### config.mk
export PLATFORM = sky130hd
export DESIGN_NAME = instr_issue_unit
export DESIGN_NICKNAME = d
export VERILOG_FILES = /design/src/rtl/instr_issue_unit_pkg.sv /design/src/rtl/instr_fifo.sv /design/src/rtl/instr_issue_unit.sv
export SDC_FILE = /design/constraint.sdc
export NUM_CORES = 1
export LEC_CHECK = 0
export BUFFER_PORTS_ARGS = -buffer_cell sky130_fd_sc_hd__buf_2
export CAP_MARGIN = 20
export CORE_MARGIN = 5
export CORE_UTILIZATION = 36
export CTS_CLUSTER_DIAMETER = 150
export DETAILED_ROUTE_END_ITERATION = 10
export MAX_ROUTING_LAYER = met4
export SLEW_MARGIN = 20
export SYNTH_ARGS = -nofsm -noshare
export SYNTH_HDL_FRONTEND = slang
export SYNTH_HIERARCHICAL = 1
export SYNTH_SLANG_ARGS = --single-unit
### constraint.sdc
create_clock -name clk -period 6.81 [get_ports clk]
set_input_delay 1.362 -clock clk [delete_from_list [all_inputs] [get_ports clk]]
set_output_delay 1.362 -clock clk [all_outputs]
set_load 0.03 [all_outputs]
### src/rtl/instr_issue_unit_pkg.sv
// Shared definitions for the instruction issue unit and its FIFO.
//   INSTR_W     : instruction word width (passed through, never decoded)
//   DEPTH_DEF   : default FIFO depth
//   TIMEOUT_DEF : default watchdog limit in EXEC cycles
//   state_e     : issue FSM states
package instr_issue_unit_pkg;

    localparam int unsigned INSTR_W     = 34;
    localparam int unsigned DEPTH_DEF   = 8;
    localparam int unsigned TIMEOUT_DEF = 32;

    typedef enum logic [1:0] {
        IDLE,
        ARM,
        EXEC,
        RETIRE
    } state_e;

endpackage

### src/rtl/instr_fifo.sv
// Synchronous FIFO with first-word-fall-through head output.
//   clk, rst : clock, synchronous active-high reset (empties the FIFO)
//   push/din : write request and data; ignored while full
//   pop      : discard head entry; ignored while empty
//   dout     : current head entry (valid when !empty)
//   full     : occupancy == DEPTH
//   empty    : occupancy == 0
module instr_fifo
    import instr_issue_unit_pkg::*;
#(
    parameter int unsigned DEPTH = DEPTH_DEF,
    parameter int unsigned WIDTH = INSTR_W
) (
    input  logic             clk,
    input  logic             rst,
    input  logic             push,
    input  logic [WIDTH-1:0] din,
    input  logic             pop,
    output logic [WIDTH-1:0] dout,
    output logic             full,
    output logic             empty
);

    localparam int unsigned AW = $clog2(DEPTH);
    localparam int unsigned CW = AW + 1;

    logic [WIDTH-1:0] mem_q [DEPTH];
    logic [AW-1:0]    wr_ptr_q, wr_ptr_d;
    logic [AW-1:0]    rd_ptr_q, rd_ptr_d;
    logic [CW-1:0]    count_q, count_d;
    logic             do_push, do_pop;

    assign full    = (count_q == CW'(DEPTH));
    assign empty   = (count_q == '0);
    assign do_push = push && !full;
    assign do_pop  = pop && !empty;
    assign dout    = mem_q[rd_ptr_q];

    always_comb begin
        // Pointers wrap naturally because DEPTH is a power of two.
        wr_ptr_d = do_push ? wr_ptr_q + 1'b1 : wr_ptr_q;
        rd_ptr_d = do_pop  ? rd_ptr_q + 1'b1 : rd_ptr_q;
        count_d  = count_q;
        if (do_push && !do_pop) begin
            count_d = count_q + 1'b1;
        end else if (do_pop && !do_push) begin
            count_d = count_q - 1'b1;
        end
    end

    always_ff @(posedge clk) begin
        if (rst) begin
            wr_ptr_q <= '0;
            rd_ptr_q <= '0;
            count_q  <= '0;
        end else begin
            wr_ptr_q <= wr_ptr_d;
            rd_ptr_q <= rd_ptr_d;
            count_q  <= count_d;
        end
    end

    always_ff @(posedge clk) begin
        if (do_push) begin
            mem_q[wr_ptr_q] <= din;
        end
    end

endmodule

### src/rtl/instr_issue_unit.sv
// Instruction issue unit: buffers loader words and issues them one at a time
// to the core over the instruct/instruct_sig handshake, with a watchdog.
//   clk, rst     : clock, synchronous active-high reset
//   load_valid   : loader offers load_instr
//   load_instr   : instruction word from the loader
//   load_ready   : FIFO not full; push on load_valid && load_ready
//   instruct     : registered instruction to the core
//   instruct_sig : registered, 0 = arm/idle, 1 = execute
//   done_sig     : one-cycle completion pulse from the core (EXEC only)
//   busy         : FSM in ARM, EXEC or RETIRE
//   timeout_err  : sticky watchdog flag, cleared only by rst
//   issued_count : retired instruction count, wraps at 255
module instr_issue_unit
    import instr_issue_unit_pkg::*;
#(
    parameter int unsigned DEPTH      = DEPTH_DEF,
    parameter int unsigned ARM_CYCLES = 1,
    parameter int unsigned TIMEOUT    = TIMEOUT_DEF
) (
    input  logic               clk,
    input  logic               rst,
    input  logic               load_valid,
    input  logic [INSTR_W-1:0] load_instr,
    output logic               load_ready,
    output logic [INSTR_W-1:0] instruct,
    output logic               instruct_sig,
    input  logic               done_sig,
    output logic               busy,
    output logic               timeout_err,
    output logic [7:0]         issued_count
);

    localparam int unsigned ARM_W = (ARM_CYCLES > 1) ? $clog2(ARM_CYCLES) : 1;
    localparam int unsigned WD_W  = (TIMEOUT > 1) ? $clog2(TIMEOUT) : 1;

    state_e             state_q, state_d;
    logic [INSTR_W-1:0] instr_q, instr_d;
    logic               sig_q, sig_d;
    logic [ARM_W-1:0]   arm_q, arm_d;
    logic [WD_W-1:0]    wd_q, wd_d;
    logic               err_q, err_d;
    logic [7:0]         cnt_q, cnt_d;

    logic               fifo_pop;
    logic [INSTR_W-1:0] fifo_head;
    logic               fifo_full;
    logic               fifo_empty;

    instr_fifo #(
        .DEPTH (DEPTH),
        .WIDTH (INSTR_W)
    ) u_fifo (
        .clk   (clk),
        .rst   (rst),
        .push  (load_valid && load_ready),
        .din   (load_instr),
        .pop   (fifo_pop),
        .dout  (fifo_head),
        .full  (fifo_full),
        .empty (fifo_empty)
    );

    always_comb begin
        state_d  = state_q;
        instr_d  = instr_q;
        arm_d    = arm_q;
        wd_d     = wd_q;
        err_d    = err_q;
        cnt_d    = cnt_q;
        fifo_pop = 1'b0;
        unique case (state_q)
            IDLE: begin
                if (!fifo_empty) begin
                    instr_d = fifo_head;
                    arm_d   = '0;
                    state_d = ARM;
                end
            end
            ARM: begin
                if (arm_q == ARM_W'(ARM_CYCLES - 1)) begin
                    wd_d    = '0;
                    state_d = EXEC;
                end else begin
                    arm_d = arm_q + 1'b1;
                end
            end
            EXEC: begin
                // done_sig wins over an expiring watchdog on the same cycle.
                if (done_sig) begin
                    state_d = RETIRE;
                end else if (wd_q == WD_W'(TIMEOUT - 1)) begin
                    err_d   = 1'b1;
                    state_d = RETIRE;
                end else begin
                    wd_d = wd_q + 1'b1;
                end
            end
            RETIRE: begin
                fifo_pop = 1'b1;
                cnt_d    = cnt_q + 1'b1;
                state_d  = IDLE;
            end
            default: state_d = IDLE;
        endcase
        // Registered strobe tracks the state being entered.
        sig_d = (state_d == EXEC);
    end

    always_ff @(posedge clk) begin
        if (rst) begin
            state_q <= IDLE;
            instr_q <= '0;
            sig_q   <= 1'b0;
            arm_q   <= '0;
            wd_q    <= '0;
            err_q   <= 1'b0;
            cnt_q   <= '0;
        end else begin
            state_q <= state_d;
            instr_q <= instr_d;
            sig_q   <= sig_d;
            arm_q   <= arm_d;
            wd_q    <= wd_d;
            err_q   <= err_d;
            cnt_q   <= cnt_d;
        end
    end

    assign load_ready   = !fifo_full;
    assign instruct     = instr_q;
    assign instruct_sig = sig_q;
    assign busy         = (state_q != IDLE);
    assign timeout_err  = err_q;
    assign issued_count = cnt_q;

endmodule
==> summary.txt, run 1 <==
Clock network
  – CTS Root Cell: clkbuf_16
  – Hold buffers post-CTS: 0
  – CTS max path bufs: 3
  – # H-tree levels: 2
  – Cts repair resizes: 0
  – Inserted Clock Buffers: 36
  – Clk pin slew, worst setup/hold paths: ~0.060 ns
  – CTS tree: built
  – Clock sinks: between 300 and 400
  – Post-CTS Setup Bufs: 0
  – Worst-Skew Late Latency: 0.51 ns

Layout
  – Final nets: about 850
  – Layout cells sized above 1: 30.04%
  – Non-Filler Instances: between 1000 and 1500
  – Area grow syn2layout: 15.75%

Detailed routing
  – Post-Route WL: 26130 um
  – DRT iter0 DRCs: between 200 and 300
  – Vias/cell: 4.985
  – Via Count: about 6400
  – DRC viols: 0
  – Post-route ant nets: 0
  – Avg WL per Cell: 20.22 um
  – Detailed Routing Iterations Pass 1: 5

Critical path
  – Reg2reg setup slack: 3.72 ns
  – Crit path capture type: register
  – CP required: approximately 7.0 ns
  – WP data arrival: around 3.4 ns
  – Worst Path Max Fanout: 26
  – Reg-to-reg critical path endpoint: u_fifo/count_q[3]
  – Setup crit start kind: primary input
  – RR Startpoint: u_fifo/count_q[1]
  – Critical Path End: u_fifo/mem_q[4][17]
  – Critical path launch point: load_valid
  – Reg2Reg Depth: 12
  – Crit Path Class: primary input to register

Pwr
  – P_leak: between 4 and 5 nW
  – Max VDD drop: 0.2979 mV
  – Pwr dens: ~370 mW/mm2
  – Pwr Total: 0.005471 W

Global routing
  – Vias in the first global route: ~6700
  – GRT Total Usage: 13.77%
  – GR Overflow Total: 0
  – Global-route wire length before repair: 40480 um
  – Initial antenna violation count: 2
  – Largest net degree at the start of global routing: 69

Die
  – Die Wd: 199.4 um
  – Core area: about 0.035 mm2
  – Cell row count: 69
  – Die span in y: 199.4 um
  – I/O pin cnt: 84
  – Die area: between 0.03 and 0.04 mm2
  – Starting density of the core: 36.40%

Synth
  – Distinct cells, synth: 43
  – Post-synth EDFFs: around 270
  – Gate Count Post-Synth: just over 700
  – Asr flop ratio synth: 0%
  – Sequential share of the synthesized area: between 70% and 80%
  – Syn Area/Cell: ~18 um2
  – Synth warn: 6
  – Synthesized Nets: ~750
  – Main synth FF type: edfxtp_1
  – Post-synthesis cell area: 0.01291 mm2
  – Post-synthesis register bit count: about 340

Place
  – PortBufs: just over 80
  – Dpl hpwl: approximately 16000 um
  – Dpl cells: around 1200
  – RePlAce Congestion: roughly 0.76

STA
  – Maximum clock frequency: ~0.30 GHz
  – Final setup viols: 0
  – Slew Viols, Final: 0
  – Worst slew pin tran: 1.040 ns
  – Setup TNS: 0 ns
  – Final hold vios: 0
  – Final min period: 3.290 ns
  – Crit share post-route: 48.31%
  – RSZ-0062 raised after global routing: no
  – Layout Skew: 0.01691 ns
  – Max_slew headroom: a little under a third
  – WHS: 0.4517 ns

Worst hold path
  – HP Class: register to register

Run
  – Max_cap viols: 0

Status
  – Status: finished clean
-- registers in the layout (all words and copies together) (netlist names), named ones only --
signal / flops
u_fifo/rd_ptr_q: 3
instruct_sig: 1
u_fifo/wr_ptr_q: 3
u_fifo/mem_q: 272
state_q: 2
timeout_err: 1
wd_q: 5
u_fifo/count_q: 4
instruct: 34
issued_count: 8
-- synthesized netlist by cell type (all sizes together), types with 3 or more instances --
library cell	instances	share of area, %
a21oi	49	1.9
buf	14	0.92
clkbuf	23	0.68
dfxtp	64	9.9
edfxtp	272	63
ha	8	0.78
inv	8	0.23
mux2	36	3.7
mux4	68	12
nand2	79	2.3
nand2b	6	0.29
nand3	10	0.39
nor2	22	0.64
nor2b	3	0.15
nor3	6	0.27
o21ai	5	0.19
or3	5	0.24
xnor2	3	0.20
xor2	5	0.34
-- how the worst min path moves through the flow --
| stage | startpoint | endpoint | slack [ns] | depth (start not counted) |
|---|---|---|---|---|
| 6_report | instruct[31] | instruct[31] | 0.45 | 2 |
| 5_1_grt | instruct[23] | instruct[23] | 0.47 | 2 |
| 4_1_cts | instruct[29] | instruct[29] | 0.45 | 2 |
| 3_5_place_dp | instruct[29] | instruct[29] | 0.44 | 2 |
| 3_3_place_gp | instruct[29] | instruct[29] | 0.44 | 2 |
| 2_1_floorplan | wd_q[3] | wd_q[3] | 0.45 | 2 |
-- metal layers --
layer  routed length [um]  vias up  global-route usage (%)
li1                     -     2971                       -
met1                12050     3292                   18.88
met2                12300      143                   21.73
met3                 1377       34                   2.445
met4                  408        0                   3.270
met5                    0        -                       -
-- report_power, final --
part	internal, W	total (W)	switching, W
clock	0.000991	0.00174	0.000752
combinational	0.000385	0.00111	0.000729
sequential	0.00249	0.00261	0.000125
total	0.00387	0.00547	0.00161
-- layout make-up --
cell class | count | area [um2]
fill | 3121 | 20530
sequential | 336 | 9458
multi-input combinational | 326 | 3286
clock buffer | 49 | 959.7
tap | 461 | 576.8
timing repair buffer | 96 | 550.5
clock inverter | 14 | 83.83
inverter | 8 | 30.03
antenna | 2 | 5.005
-- logic make-up (layout without fill, tap and decap cells) --
group                    after synthesis  count (layout)  share of synthesized area, %
XOR/XNOR                               8               8                        0.5426
other                                  0               2                             0
buffers and inverters                 45             167                         1.831
AO/OA/AOI/OAI                         60              60                         2.500
adder cells (fa/ha/maj)                9               9                        0.9301
flip-flops                           336             336                         73.16
AND/OR/NAND/NOR                      143             143                         4.980
multiplexers                         106             106                         16.05
-- layout by cell type (no fill, tap or decap), drive strengths merged, types with 3 or more instances in the layout --
cell | Yosys | routed
dfxtp | 64 | 64
o21ai | 5 | 5
buf | 14 | 96
mux2 | 36 | 36
inv | 8 | 10
xor2 | 5 | 5
clkinv | 0 | 11
ha | 8 | 8
nor3 | 6 | 6
nor2 | 22 | 22
a21oi | 49 | 49
nand2b | 6 | 6
nand3 | 10 | 10
edfxtp | 272 | 272
or3 | 5 | 5
xnor2 | 3 | 3
nor2b | 3 | 3
nand2 | 79 | 79
mux4 | 68 | 68
clkbuf | 23 | 49
-- worst max-delay path, stage by stage --
cell and delay (ns):
buf_2 0.11, nor2b_1 0.22, nand2_1 0.23, inv_2 0.16
nand2_1 0.22, nor3_2 0.63, buf_4 0.50
-- metrics by stage --
| step | area, um2 | util, % | worst slack, ns |
|---|---|---|---|
| CTS | 14940 | 42.12 | 3.472 |
| global route | 14950 | 42.13 | 3.303 |
| finish | 14950 | 42.13 | 3.520 |
| floorplan | 12910 | - | 1.383 |
| global placement | 13840 | 39.01 | 2.950 |
| detailed placement | 13900 | 39.18 | 2.946 |
No activity file was read; power rests on OpenSTA's default activity.
==> run 2: changes to the inputs <==
- ABC_AREA: default -> 1
- clock period: 6.81 -> 2.89 ns (I/O delays scaled with it)
==> run 2 against run 1 <==
Compared with the run above:
- sequential power rose by 130%
- clock-buffer cell count fell by 8
- worst setup slack got worse by 3.0 ns
- combinational power rose to 2.8 times the previous value
==> summary.txt, run 2 <==
Place
  – Placement Cell Area: 0.01430 mm2 (+2.9%)
  – DP Worst Slack: 0.5666 ns (-2.379 ns)
  – RePlAce Congestion: 0.7790 (+2.8%)
  – Dpl hpwl: 16020 um (+3.3%)
  – PortBufs: 83 (unchanged)

STA
  – Maximum clock frequency: between 0.4 and 0.5 GHz
  – RSZ-0062 raised after global routing: no
  – Crit share post-route: approximately four fifths
  – Final hold vios: 0 (unchanged)
  – Layout Skew: 0.01780 ns (+0.0008903 ns)
  – Slew Viols, Final: 0 (unchanged)
  – Worst slew pin tran: 0.8846 ns (-0.1552 ns)
  – Final setup viols: 0 (unchanged)
  – Max_slew headroom: 40.96% (+11 points)
  – WHS: 0.3325 ns (-0.1192 ns)
  – Worst setup margin: 0.5372 ns (-2.983 ns)
  – Final min period: 2.353 ns

Global routing
  – Vias in the first global route: 8429 (+26%)
  – GRT Total Usage: 14.18% (+0.41 points)
  – Global-route wire length before repair: 45810 um (+13%)
  – GR Overflow Total: 0 (unchanged)
  – Largest net degree at the start of global routing: 137 (+99%)
  – Initial antenna violation count: 3 (+1)

Die
  – I/O pin cnt: 84 (unchanged)
  – Core area: 0.03652 mm2 (+2.9%)
  – Die Wd: 202.1 um (+1.3%)
  – Die area: 0.04084 mm2 (+2.7%)
  – Die span in y: 202.1 um (+1.3%)
  – Starting density of the core: 36.37% (about the same)
  – Cell row count: 70 (+1.4%)

Critical path
  – Setup crit start kind: register
  – Crit path capture type: register
  – WP data arrival: 2.76 ns (-0.68 ns)
  – Crit Path Class: register to register
  – Reg-to-reg critical path endpoint: u_fifo/count_q[3]
  – CP required: 3.30 ns (-3.66 ns)
  – Worst path most repeated cell: inv_1
  – Reg2reg setup slack: 0.54 ns (-3.18 ns)
  – Crit-path cells: nor2_1, nand3_1, inv_1, nor2_1, nand2_1, inv_1, ha_1, inv_1, ha_1, nand3_1, inv_1, nor2_1, nand2_1, nand3_1, nand2_1, inv_1
  – Worst Path Max Fanout: 4 (-85%)
  – Slowest cell on crit path: dfxtp_1
  – Crit path buf inv count: 5 (+2)
  – Reg2Reg Depth: 16 (+4)
  – Crit path largest cell delay: 0.41 ns (-0.22 ns)
  – CP delay by family, top: simple AND/OR/NAND/NOR gates
  – RR Startpoint: u_fifo/count_q[1]

Synth
  – XOR/XNOR Fraction of Synth Area: 0.3297% (-0.21 points)
  – Adder-Cell Fraction of Synth Area: 0.9042% (-0.026 points)
  – Gate Count Post-Synth: 1199 (+70%)
  – Main synth FF type: edfxtp_1
  – Synth area leader: edfxtp_1
  – Synthesized Nets: 1246 (+65%)
  – Post-synthesis mux area share: 0% (-16 points)
  – Synth warn: 6 (unchanged)
  – Sequential share of the synthesized area: 71.13% (-2.0 points)
  – Post-synthesis register bit count: 336 (unchanged)
  – Syn Area/Cell: 11.08 um2 (-39%)
  – Count leader, synth: nor2_1
  – Post-synth EDFFs: 272 (unchanged)
  – Asr flop ratio synth: 0% (unchanged)
  – Post-synth top area share: 61.49% (-1.8 points)
  – Top post-synthesis cells by area: edfxtp_1 61%, dfxtp_1 9.6%, nor2_1 8.8%
  – Distinct cells, synth: 27 (-37%)
  – Largest family of logic cells by synthesized area: simple AND/OR/NAND/NOR gates
  – Compound-Gate Fraction of Synth Area: 10.07% (+7.6 points)
  – Post-synthesis cell area: 0.01328 mm2 (+2.9%)
  – Simple-Gate Fraction of Synth Area: 13.86% (+8.9 points)
  – Synth cell count leaders: 311 x nor2_1, 272 x edfxtp_1, 153 x nand2_1

Clock network
  – Post-CTS Setup Bufs: 0 (unchanged)
  – Clock sinks: 336 (unchanged)
  – CTS tree: built
  – Worst-Skew Late Latency: 0.52 ns (about the same)
  – Inserted Clock Buffers: 36 (unchanged)
  – Hold buffers post-CTS: 0 (unchanged)
  – Clk pin slew, worst setup/hold paths: 0.06 ns (about the same)
  – Cts repair resizes: 0 (unchanged)
  – CTS Root Cell: clkbuf_16
  – # H-tree levels: 2 (unchanged)
  – CTS max path bufs: 3 (unchanged)

Layout
  – Area grow syn2layout: 16.97%
  – Leading cell types in the layout, fill and taps excluded: 303 x nor2_1, 272 x edfxtp_1, 153 x nand2_1
  – Max reg flops: 272 (unchanged)
  – Final Cell Area: 0.01554 mm2 (+3.9%)
  – Most flops, register: u_fifo/mem_q
  – Layout cells sized above 1: 13.94% (-16 points)
  – Final nets: 1325 (+56%)
  – Leading cell type in the layout, fill and taps excluded: nor2_1

Detailed routing
  – Detailed Routing Iterations Pass 1: 5 (unchanged)
  – Post-route ant nets: 0 (unchanged)
  – Avg WL per Cell: 16.23 um (-20%)
  – DRT iter0 DRCs: 598 (+130%)
  – Via Count: 8619 (+34%)
  – Vias/cell: 4.850 (-2.7%)
  – Post-Route WL: 28850 um (+10%)
  – DRC viols: 0 (unchanged)

Pwr
  – Pwr dens: 895.3 mW/mm2 (+140%)
  – Max VDD drop: 0.4890 mV (+64%)
  – P_leak: 5.760 nW (+16%)

Worst hold path
  – HP Start: load_instr[31]
  – WHS Endpoint: u_fifo/mem_q[4][31]
  – HP Class: primary input to register
  – WHS Path Cells: 1 (-1)

Status
  – Status: finished clean

Run
  – Max_cap viols: 0 (unchanged)
[run 2: per-layer routing]
layer	GRT usage, %	routed length, um	up-vias
met5	-	0	-
met2	23.02	13790	150
li1	-	-	4279
met3	2.503	1288	39
met1	18.41	13170	4151
met4	4.219	595	0
[run 2: stage by stage]
stage	cells	total power, W	setup TNS (ns)	utilization (%)
after global placement	1708	0.009229	0	39.15
final	1777	0.01391	0	42.55
after CTS	1774	0.01410	0	42.52
after floorplan	1199	0.008340	-5.985	-
after detailed placement	1708	0.009315	0	39.15
after global routing	1777	0.01470	0	42.55
[run 2: area by class of cell]
class	count	area (um2)
diodes	3	7.507
multi-input cells	762	3403
clock buffers	41	940.9
flip-flops and latches	336	9458
repair buffers	103	703.2
well taps	468	585.6
clock inverters	25	291.5
inverters	39	148.9
fillers	3407	20980
[run 2: worst reg2reg max path: cells and delay by family, from the launching register on]
kind,cells,cell delay (ns)
and+or+nand+nor,9,0.87
adders and majority gates,2,0.57
buffers and inverters,5,0.42
DFF,1,0.41
[run 2: cell families after synthesis]
group | count (synthesis)
DFF | 336
AOI/OAI and AO/OA | 266
and+or+nand+nor | 482
buffers and inverters | 101
xor gates and xnor gates | 5
adders and majority gates | 9
[run 2: power breakdown]
group          leakage [nW]  switching, W  internal (W)
Clock                 0.611       0.00185       0.00290
Combinational          2.16       0.00222      0.000887
Sequential             2.99      0.000231       0.00583
Total                  5.76       0.00429       0.00962
[run 2: how the worst max path moves through the flow]
stage | from | endpoint | slack, ns | cells past startpoint
CTS | u_fifo/count_q[0] | u_fifo/count_q[3] | 0.55 | 16
finish | u_fifo/count_q[1] | u_fifo/count_q[3] | 0.54 | 16
global placement | load_valid | u_fifo/count_q[2] | 0.65 | 11
floorplan | u_fifo/count_q[1] | u_fifo/mem_q[0][0] | -0.04 | 8
detailed placement | u_fifo/count_q[0] | u_fifo/count_q[3] | 0.57 | 16
global route | u_fifo/count_q[1] | u_fifo/count_q[3] | 0.33 | 16
